## config.mk

```make
export PLATFORM = sky130hd
export DESIGN_NAME = rv_plic_core
export DESIGN_NICKNAME = d
export VERILOG_FILES = /design/src/rtl/rv_plic_core.sv
export SDC_FILE = /design/constraint.sdc
export NUM_CORES = 1
export LEC_CHECK = 0
export BUFFER_PORTS_ARGS = -buffer_cell sky130_fd_sc_hd__buf_2
export CORE_MARGIN = 1
export CORE_UTILIZATION = 59
export CTS_CLUSTER_SIZE = 24
export DETAILED_ROUTE_END_ITERATION = 16
export HOLD_SLACK_MARGIN = 0.12
export PLACE_DENSITY_LB_ADDON = 0.25
export RECOVER_POWER = 100
export SLEW_MARGIN = 20
export SYNTH_ARGS = -nofsm -noshare
export SYNTH_HDL_FRONTEND = slang
export SYNTH_SLANG_ARGS = --single-unit
```

## constraint.sdc

```tcl
create_clock -name clk_i -period 50 [get_ports clk_i]
set_input_delay 2.5 -clock clk_i [delete_from_list [all_inputs] [get_ports clk_i]]
set_output_delay 2.5 -clock clk_i [all_outputs]
set_load 0.1 [all_outputs]
```

## src/rtl/rv_plic_core.sv

```systemverilog
// rtl/rv_plic_core.sv - per-source interrupt gateways with per-target priority arbiters
// Gateways latch level/edge requests; each target registers its highest-priority enabled source.
module rv_plic_core #(
  parameter int NumSrc    = 32,
  parameter int NumTarget = 2,
  parameter int MaxPrio   = 7,
  parameter int EdgeCntW  = 2,
  parameter int SrcW      = $clog2(NumSrc),
  parameter int PrioW     = $clog2(MaxPrio + 1)
) (
  input  logic                        clk_i,
  input  logic                        rst_ni,
  input  logic [NumSrc-1:0]           intr_src_i,
  input  logic [NumSrc-1:0]           le_i,
  input  logic [NumSrc*PrioW-1:0]     prio_i,
  input  logic [NumTarget*NumSrc-1:0] ie_i,
  input  logic [NumTarget*PrioW-1:0]  threshold_i,
  input  logic [NumTarget-1:0]        claim_re_i,
  input  logic [NumTarget-1:0]        complete_we_i,
  input  logic [NumTarget*SrcW-1:0]   complete_id_i,
  output logic [NumSrc-1:0]           ip_o,
  output logic [NumTarget-1:0]        irq_o,
  output logic [NumTarget*SrcW-1:0]   irq_id_o,
  output logic [NumSrc-1:0]           edge_ovf_o
);

  typedef enum logic [1:0] {
    GW_IDLE    = 2'd0,
    GW_PENDING = 2'd1,
    GW_ACTIVE  = 2'd2
  } gw_state_e;

  localparam logic [EdgeCntW-1:0] CntMax = {EdgeCntW{1'b1}};
  localparam logic [EdgeCntW-1:0] CntOne = EdgeCntW'(1);

  gw_state_e                 state_q [NumSrc];
  gw_state_e                 state_d [NumSrc];
  logic [EdgeCntW-1:0]       cnt_q   [NumSrc];
  logic [EdgeCntW-1:0]       cnt_d   [NumSrc];
  logic [NumSrc-1:0]         src_q, ovf_q, ovf_d;
  logic [NumSrc-1:0]         edge_det, claim_hit, complete_hit;
  logic [NumTarget-1:0]      irq_q, irq_d;
  logic [NumTarget*SrcW-1:0] irq_id_q, irq_id_d;

  assign edge_det = intr_src_i & ~src_q;

  // Strobes from several targets naming the same source collapse into one hit.
  always_comb begin : decode
    claim_hit    = '0;
    complete_hit = '0;
    for (int s = 0; s < NumSrc; s++) begin
      for (int t = 0; t < NumTarget; t++) begin
        if (claim_re_i[t] && irq_id_q[t*SrcW +: SrcW] == SrcW'(s)) claim_hit[s] = 1'b1;
        if (complete_we_i[t] && complete_id_i[t*SrcW +: SrcW] == SrcW'(s)) complete_hit[s] = 1'b1;
      end
    end
  end

  always_comb begin : gateway
    logic [EdgeCntW-1:0] cnt_upd;
    cnt_upd = '0;
    for (int s = 0; s < NumSrc; s++) begin
      state_d[s] = state_q[s];
      ovf_d[s]   = 1'b0;
      cnt_upd    = cnt_q[s];
      // The edge is counted before the complete decides whether to re-pend.
      if (le_i[s] && edge_det[s] && state_q[s] != GW_IDLE) begin
        if (cnt_q[s] == CntMax) ovf_d[s] = 1'b1;
        else                    cnt_upd  = cnt_q[s] + CntOne;
      end
      case (state_q[s])
        GW_IDLE:    if (le_i[s] ? edge_det[s] : intr_src_i[s]) state_d[s] = GW_PENDING;
        GW_PENDING: if (claim_hit[s]) state_d[s] = GW_ACTIVE;
        GW_ACTIVE: begin
          if (complete_hit[s]) begin
            if (le_i[s] && cnt_upd != '0) begin
              state_d[s] = GW_PENDING;
              cnt_upd    = cnt_upd - CntOne;
            end else begin
              state_d[s] = GW_IDLE;
            end
          end
        end
        default:    state_d[s] = GW_IDLE;
      endcase
      cnt_d[s] = le_i[s] ? cnt_upd : '0;
    end
    // ID 0 is reserved and never leaves IDLE.
    state_d[0] = GW_IDLE;
    cnt_d[0]   = '0;
    ovf_d[0]   = 1'b0;
  end

  // Strict '>' against the running best gives threshold filtering and lowest-ID tie-break.
  always_comb begin : arbiter
    logic [PrioW-1:0] best_prio;
    logic [SrcW-1:0]  best_id;
    irq_d     = '0;
    irq_id_d  = '0;
    best_prio = '0;
    best_id   = '0;
    for (int t = 0; t < NumTarget; t++) begin
      best_prio = threshold_i[t*PrioW +: PrioW];
      best_id   = '0;
      for (int s = 0; s < NumSrc; s++) begin
        if (state_q[s] == GW_PENDING && ie_i[t*NumSrc + s] &&
            prio_i[s*PrioW +: PrioW] > best_prio) begin
          best_prio = prio_i[s*PrioW +: PrioW];
          best_id   = SrcW'(s);
        end
      end
      irq_d[t]                   = (best_id != '0);
      irq_id_d[t*SrcW +: SrcW]   = best_id;
    end
  end

  always_ff @(posedge clk_i or negedge rst_ni) begin
    if (!rst_ni) begin
      for (int s = 0; s < NumSrc; s++) begin
        state_q[s] <= GW_IDLE;
        cnt_q[s]   <= '0;
      end
      src_q    <= '0;
      ovf_q    <= '0;
      irq_q    <= '0;
      irq_id_q <= '0;
    end else begin
      for (int s = 0; s < NumSrc; s++) begin
        state_q[s] <= state_d[s];
        cnt_q[s]   <= cnt_d[s];
      end
      src_q    <= intr_src_i;
      ovf_q    <= ovf_d;
      irq_q    <= irq_d;
      irq_id_q <= irq_id_d;
    end
  end

  always_comb begin : ip_decode
    ip_o = '0;
    for (int s = 0; s < NumSrc; s++) ip_o[s] = (state_q[s] == GW_PENDING);
  end

  assign irq_o      = irq_q;
  assign irq_id_o   = irq_id_q;
  assign edge_ovf_o = ovf_q;

endmodule

```

# Word level (Yosys, flattened, before mapping)

Cells that the tools add are included.

Add/subtract/negate cells: 62
Multipliers: 0
Div/mod/pow operators: 0
Order comparisons: 62
Eq/ne operators: 310
Shift-type cells: 0
Mux-type cells: 680
Bitwise gates (word level): 2
Reductions and logical operators: 467

Operator list:

| cell                                                   | number |
|---|---|
| two-way mux 2 bit                                      | 279 |
| logical AND 1 bit                                      | 341 |
| equality test 5 bit (second input constant)            | 64 |
| two-way mux 5 bit                                      | 60 |
| two-way mux 1 bit                                      | 250 |
| > comparator 3 bit                                     | 62 |
| case mux 2 bit (3 select lines)                        | 31 |
| two-way mux 3 bit                                      | 60 |
| equality test 5 x 4 -> 1 bit (second input constant)   | 32 |
| equality test 2 bit (second input constant)            | 62 |
| inequality test 2 bit (second input constant)          | 62 |
| nonzero test 2 bit                                     | 62 |
| AND reduction 3 bit                                    | 31 |
| equality test 5 x 3 -> 1 bit (second input constant)   | 16 |
| adder 2 x 1 -> 2 bit (second input constant)           | 31 |
| equality test 2 x 1 -> 1 bit (second input constant)   | 31 |
| zero test 2 bit                                        | 31 |
| inequality test 2 x 1 -> 1 bit (second input constant) | 31 |
| subtractor 2 x 1 -> 2 bit (second input constant)      | 31 |
| equality test 5 x 2 -> 1 bit (second input constant)   | 8 |
| bitwise AND 32 bit                                     | 1 |
| inverter 32 bit                                        | 1 |
| equality test 5 x 1 -> 1 bit (second input constant)   | 4 |
| nonzero test 5 bit                                     | 2 |

Bits in registers: 199
Latch bits: 0
Memory bits (writable): 0
ROM bits: 0
Input port bits: 246
Output and inout port bits: 76
Logic and storage cells: 1649
Memories kept: 0

# Longest topological paths before layout

Word-level depth: 95
Mapped depth: 224
Depth with buffers taken out: 223

# Worst setup path before layout

No wires, ideal clock.

Kind: input-to-reg
Start point: input threshold_i[4]
End point: register irq_q[1], in the netlist irq_o[1]
Setup time: 139 ps
Data arrival time: 39823 ps
Data required time: 49861 ps
Path slack: 10038 ps
Stages: 212
Buffers on the path: 1
Path through: inv_1 > ha_1 > nor2b_1 > o21a_1 > o2111ai_4 > o21ai_0 > ha_1 > nor2_1 > maj3_1 > maj3_1 > nand2_1 > mux2i_1 > inv_1 > ha_1 > nor2_1 > o21ai_0 > o31ai_1 > nand2_1 > [... 176 more ...] > nor2_1 > nor2_1 > a31oi_1 > nand4_1 > and2_1 > mux2_4 > ha_1 > inv_1 > a21o_1 > a21oi_1 > a311oi_1 > mux2_2 > ha_1 > a21oi_1 > a311oi_1 > nor3_2 > nand3_1 > or4b_1

Longest elaborated chain between the ends: 94
Elaborated cells between the ends (all ways): 124
Classes of those cells: order compare (31); mux (61); reduce/logical (32)

RTL lines:

| what                   | line | RTL |
|---|---|---|
| from (decl)            | 17   | `input logic [NumTarget*PrioW-1:0] threshold_i,` |
| > comparator 3 bit     | 107  | `prio_i[s*PrioW +: PrioW] > best_prio) begin` |
| logical AND 1 bit      | 106  | `if (state_q[s] == GW_PENDING && ie_i[t*NumSrc + s] &&` |
| two-way mux 3 bit *    | 106  |  |
| > comparator 3 bit     | 107  |  |
| logical AND 1 bit      | 106  |  |
| two-way mux 3 bit *    | 106  |  |
| > comparator 3 bit     | 107  |  |
| logical AND 1 bit      | 106  |  |
| [... 80 more ...]      | -    |  |
| logical AND 1 bit      | 106  |  |
| two-way mux 3 bit      | 106  |  |
| > comparator 3 bit     | 107  |  |
| logical AND 1 bit      | 106  |  |
| two-way mux 5 bit *    | 106  |  |
| via arbiter.best_id[3] | 97   | `logic [SrcW-1:0] best_id;` |
| nonzero test 5 bit *   | 112  | `irq_d[t] = (best_id != '0);` |
| via irq_d[1]           | 42   | `logic [NumTarget-1:0] irq_q, irq_d;` |
| to (signal assigned)   | 134  | `irq_q <= irq_d;` |
| to (decl)              | 42   |  |

The timed path passes the listed nets; every way through them passes the cells marked *.
A chain may end at the register's enable or synchronous reset.

# Worst setup path after layout

Start point: input prio_i[4]
End point: register irq_q[1], in the netlist irq_o[1]

Longest elaborated chain between the ends: 94
Elaborated cells between the ends (all ways): 124
Classes of those cells: order compare (31); mux (61); reduce/logical (32)

RTL lines:

| what                   | line | RTL |
|---|---|---|
| from (decl)            | 15   | `input logic [NumSrc*PrioW-1:0] prio_i,` |
| > comparator 3 bit     | 107  |  |
| logical AND 1 bit      | 106  |  |
| two-way mux 3 bit *    | 106  |  |
| > comparator 3 bit     | 107  |  |
| logical AND 1 bit      | 106  |  |
| two-way mux 3 bit *    | 106  |  |
| > comparator 3 bit     | 107  |  |
| logical AND 1 bit      | 106  |  |
| [... 80 more ...]      | -    |  |
| logical AND 1 bit      | 106  |  |
| two-way mux 3 bit      | 106  |  |
| > comparator 3 bit     | 107  |  |
| logical AND 1 bit      | 106  |  |
| two-way mux 5 bit *    | 106  |  |
| via arbiter.best_id[3] | 97   |  |
| nonzero test 5 bit *   | 112  |  |
| via irq_d[1]           | 42   |  |

Marks and branches as above.

==> results.toml <==
[status]
violations = "capacitance limit, slew limit"
status = "finished, violations left"

[clock_tree]
clkSinkCount = 198
cts-buffers-inserted = 17
clock_latency_ns = 0.45
ctsLongestPathBuffers = 2
clk_pin_slew_ns = 0.08
postCtsHoldBufs = 0
cts-root-buf = "clkbuf_16"
post_cts_buffers = 0
cts_tree = "built"
cts_resized = 0
cts_htree_levels = 4

[worst_setup_path]
r2r_end = "irq_o[1]"
reg2reg_depth = 208
r2r-start = "state_q[61]"
max_stage_delay_ns = 0.75
cp-end-kind = "flip-flop"
cp_common_cell = "nor2_1"
cp_max_fo = 8
worst-path-stages = 210
worstPathArrival_ns = 46.10
worst_ep_required_time_ns = 50.32
crit_type = "in -> reg"
critPathLaunchType = "input port"
path_delay_family = "compound AO/OA/AOI/OAI gates"
cp_slowest_cell = "a311oi_1"
cp-startpoint = "prio_i[4]"
rrSetupSlack_ns = 6.50
crit_end = "irq_o[1]"
cp_num_buf_inv = 7

[yosys]
synthFlopType = "dfrtp_1"
syn_area_per_cell_sq_um = 7.74
yosys.area.top_type_share_pct = 25.4
synthCells = 2517
async_flop_share_pct = 100
synth-compound-area-share_pct = 26.7
synth-edff-count = 0
synth_top_family_by_area = "simple AND/OR/NAND/NOR gates"
synth_simple_gate_area_share_pct = 30.9
synthMuxAreaShare_pct = 2.97
synth.distinct_cells = 118
synth_xor_area_share_pct = 1.39
yosysWarnings = 0
mappedNetlistArea_sq_mm = 0.0195
yosys.area_share.adder_pct = 7.93
yosys-top-cells-area = "dfrtp_1 25%, ha_1 6.7%, nand2_1 5.9%"
yosysSeqAreaShare_pct = 25.4
synth.largest_area_cell = "dfrtp_1"
yosys_register_bits = 198

[finish]
layout.nets = 3124
layout_common_cells = "308 x nand2_1, 217 x nor2_1, 200 x buf_2, 198 x dfrtp_1, 142 x o21ai_0"
area_growth_pct = 10.9
finalInstanceArea_sq_mm = 0.0216
drive_gt1_share_pct = 11.8
final_common_cell = "nand2_1"

[flow_run]
timing.max_cap.violations = 3

[die]
top_level_ports = 322
die_h_microns = 184
start_util_pct = 59.9
die_x_microns = 184
dieArea_sq_mm = 0.0338
core_sq_mm = 0.0325
num_rows = 66

[worst_hold_path]
hold_path_class = "reg -> reg"
hp-start = "state_q[40]"

[timing]
rsz0062_at_grt = "false"
worstMarginPinSlew_ns = 4.58
period_needed_ns = 45.78
fin_crit_sh_pct = 91.6
finalSetupViolations = 0
max_freq_ghz = 0.0218
slew_viol_final = 203
clock_skew_ns = 0.0173
timing.final.ws_setup_ns = 4.22
tns_ns = 0
maxSlewHeadroom_pct = -205
hold_viol = 0

[global_route]
first_global_vias = 19106
antenna_found_initial = 9
grt_overflow = 0
grtUsageTotal_pct = 35.2
grt_max_degree = 89
grt_pass1_wl_microns = 95200

[routing]
first_pass_iters = 6
num_vias = 20567
ant_nets = 0
drc = 0
wl_microns = 60100
routedWlPerCell_microns = 18.6
drtIter0Drc = 1630
vias_per_cell = 6.35

[power]
vdd_drop_max_mv = 0.0689
power.leakage_nw = 9.79
power.density_mw_per_mm2 = 61.3

[placement]
io_buffer_count = 312
gp_congestion = 0.969
post_dp_cell_area_sq_mm = 0.0212
pre_cts_slack_ns = 5.12
dpl.hpwl_microns = 49000
cells in the mapped netlist, types with 24 or more instances:
master,instances
xnor2_1,28
nor3_1,71
inv_1,119
ha_1,105
nand3_1,120
a21o_1,34
nor2_1,217
and2_1,111
a31oi_1,38
o21ai_0,141
nand3b_1,53
o211ai_1,27
o22ai_1,57
a21oi_1,117
dfrtp_1,198
clkbuf_1,46
and3_1,85
nand2b_1,37
o31ai_1,34
mux2i_1,40
o211a_1,28
nand4_1,24
nor2b_1,49
nand2_1,308
buf_4,32
how the worst min path moves through the flow:
stage	end	slack [ns]	depth (start not counted)
after floorplan	state_q[24]	0.46	1
after global placement	state_q[40]	0.49	1
after detailed placement	state_q[40]	0.49	1
after CTS	state_q[40]	0.50	1
after global routing	state_q[40]	0.54	1
final	state_q[40]	0.51	1
stage by stage:
step / power [W] / instances / util [%] / hold WS, ns
finish: 0.00132 / 3239 / 66.5 / 0.507
global route: 0.00144 / 3233 / 66.4 / 0.545
CTS: 0.00132 / 3227 / 67.0 / 0.504
detailed placement: 0.00119 / 3196 / 65.3 / 0.493
global placement: 0.00116 / 3196 / 65.3 / 0.494
floorplan: 0.000981 / 2518 / - / 0.465
state kept, by name, indices dropped and copies added, names as in the netlist:
name and count:
irq_id_o 10, src_q 31, irq_o 2, edge_ovf_o 31, cnt_q 62, state_q 62
worst reg2reg max path: cells and delay by family (launching register included):
family | cells | cell delay, ns
and+or+nand+nor | 76 | 12.40
muxes | 3 | 1.01
adders and majority gates | 40 | 11.54
AOI/OAI and AO/OA | 83 | 17.48
buffers and inverters | 6 | 0.47
DFF | 1 | 0.45
where the power goes:
group | internal, W | switching (W)
Clock | 0.0000665 | 0.0000652
Sequential | 0.000189 | 0.0000381
Combinational | 0.000339 | 0.000627
Total | 0.000595 | 0.000730
cell families (layout without fill, tap and decap cells):
group,count (synthesis),after routing
XOR/XNOR,31,31
flip-flops,198,198
multiplexers,55,55
buffers and inverters,205,472
AND/OR/NAND/NOR,1171,1171
other,1,14
adder cells (fa/ha/maj),128,128
AO/OA/AOI/OAI,728,728
area by class of cell:
cell class / count / area (sq um)
inverters: 119 / 447
flip-flops and latches: 198 / 4950
clock inverters: 13 / 116
fillers: 2916 / 10900
multi-input cells: 2115 / 13600
clock buffers: 18 / 439
diodes: 12 / 30.0
repair buffers: 322 / 1490
well taps: 442 / 553
routing by layer:
metal	GRT usage [%]	share of wire, %	vias up
met5	0	0.017	-
met4	13.3	3.1	2
met3	6.48	8.1	111
met2	58.6	47	860
met1	45.2	42	9726
li1	-	-	9868
No activity file was read; power rests on OpenSTA's default activity.
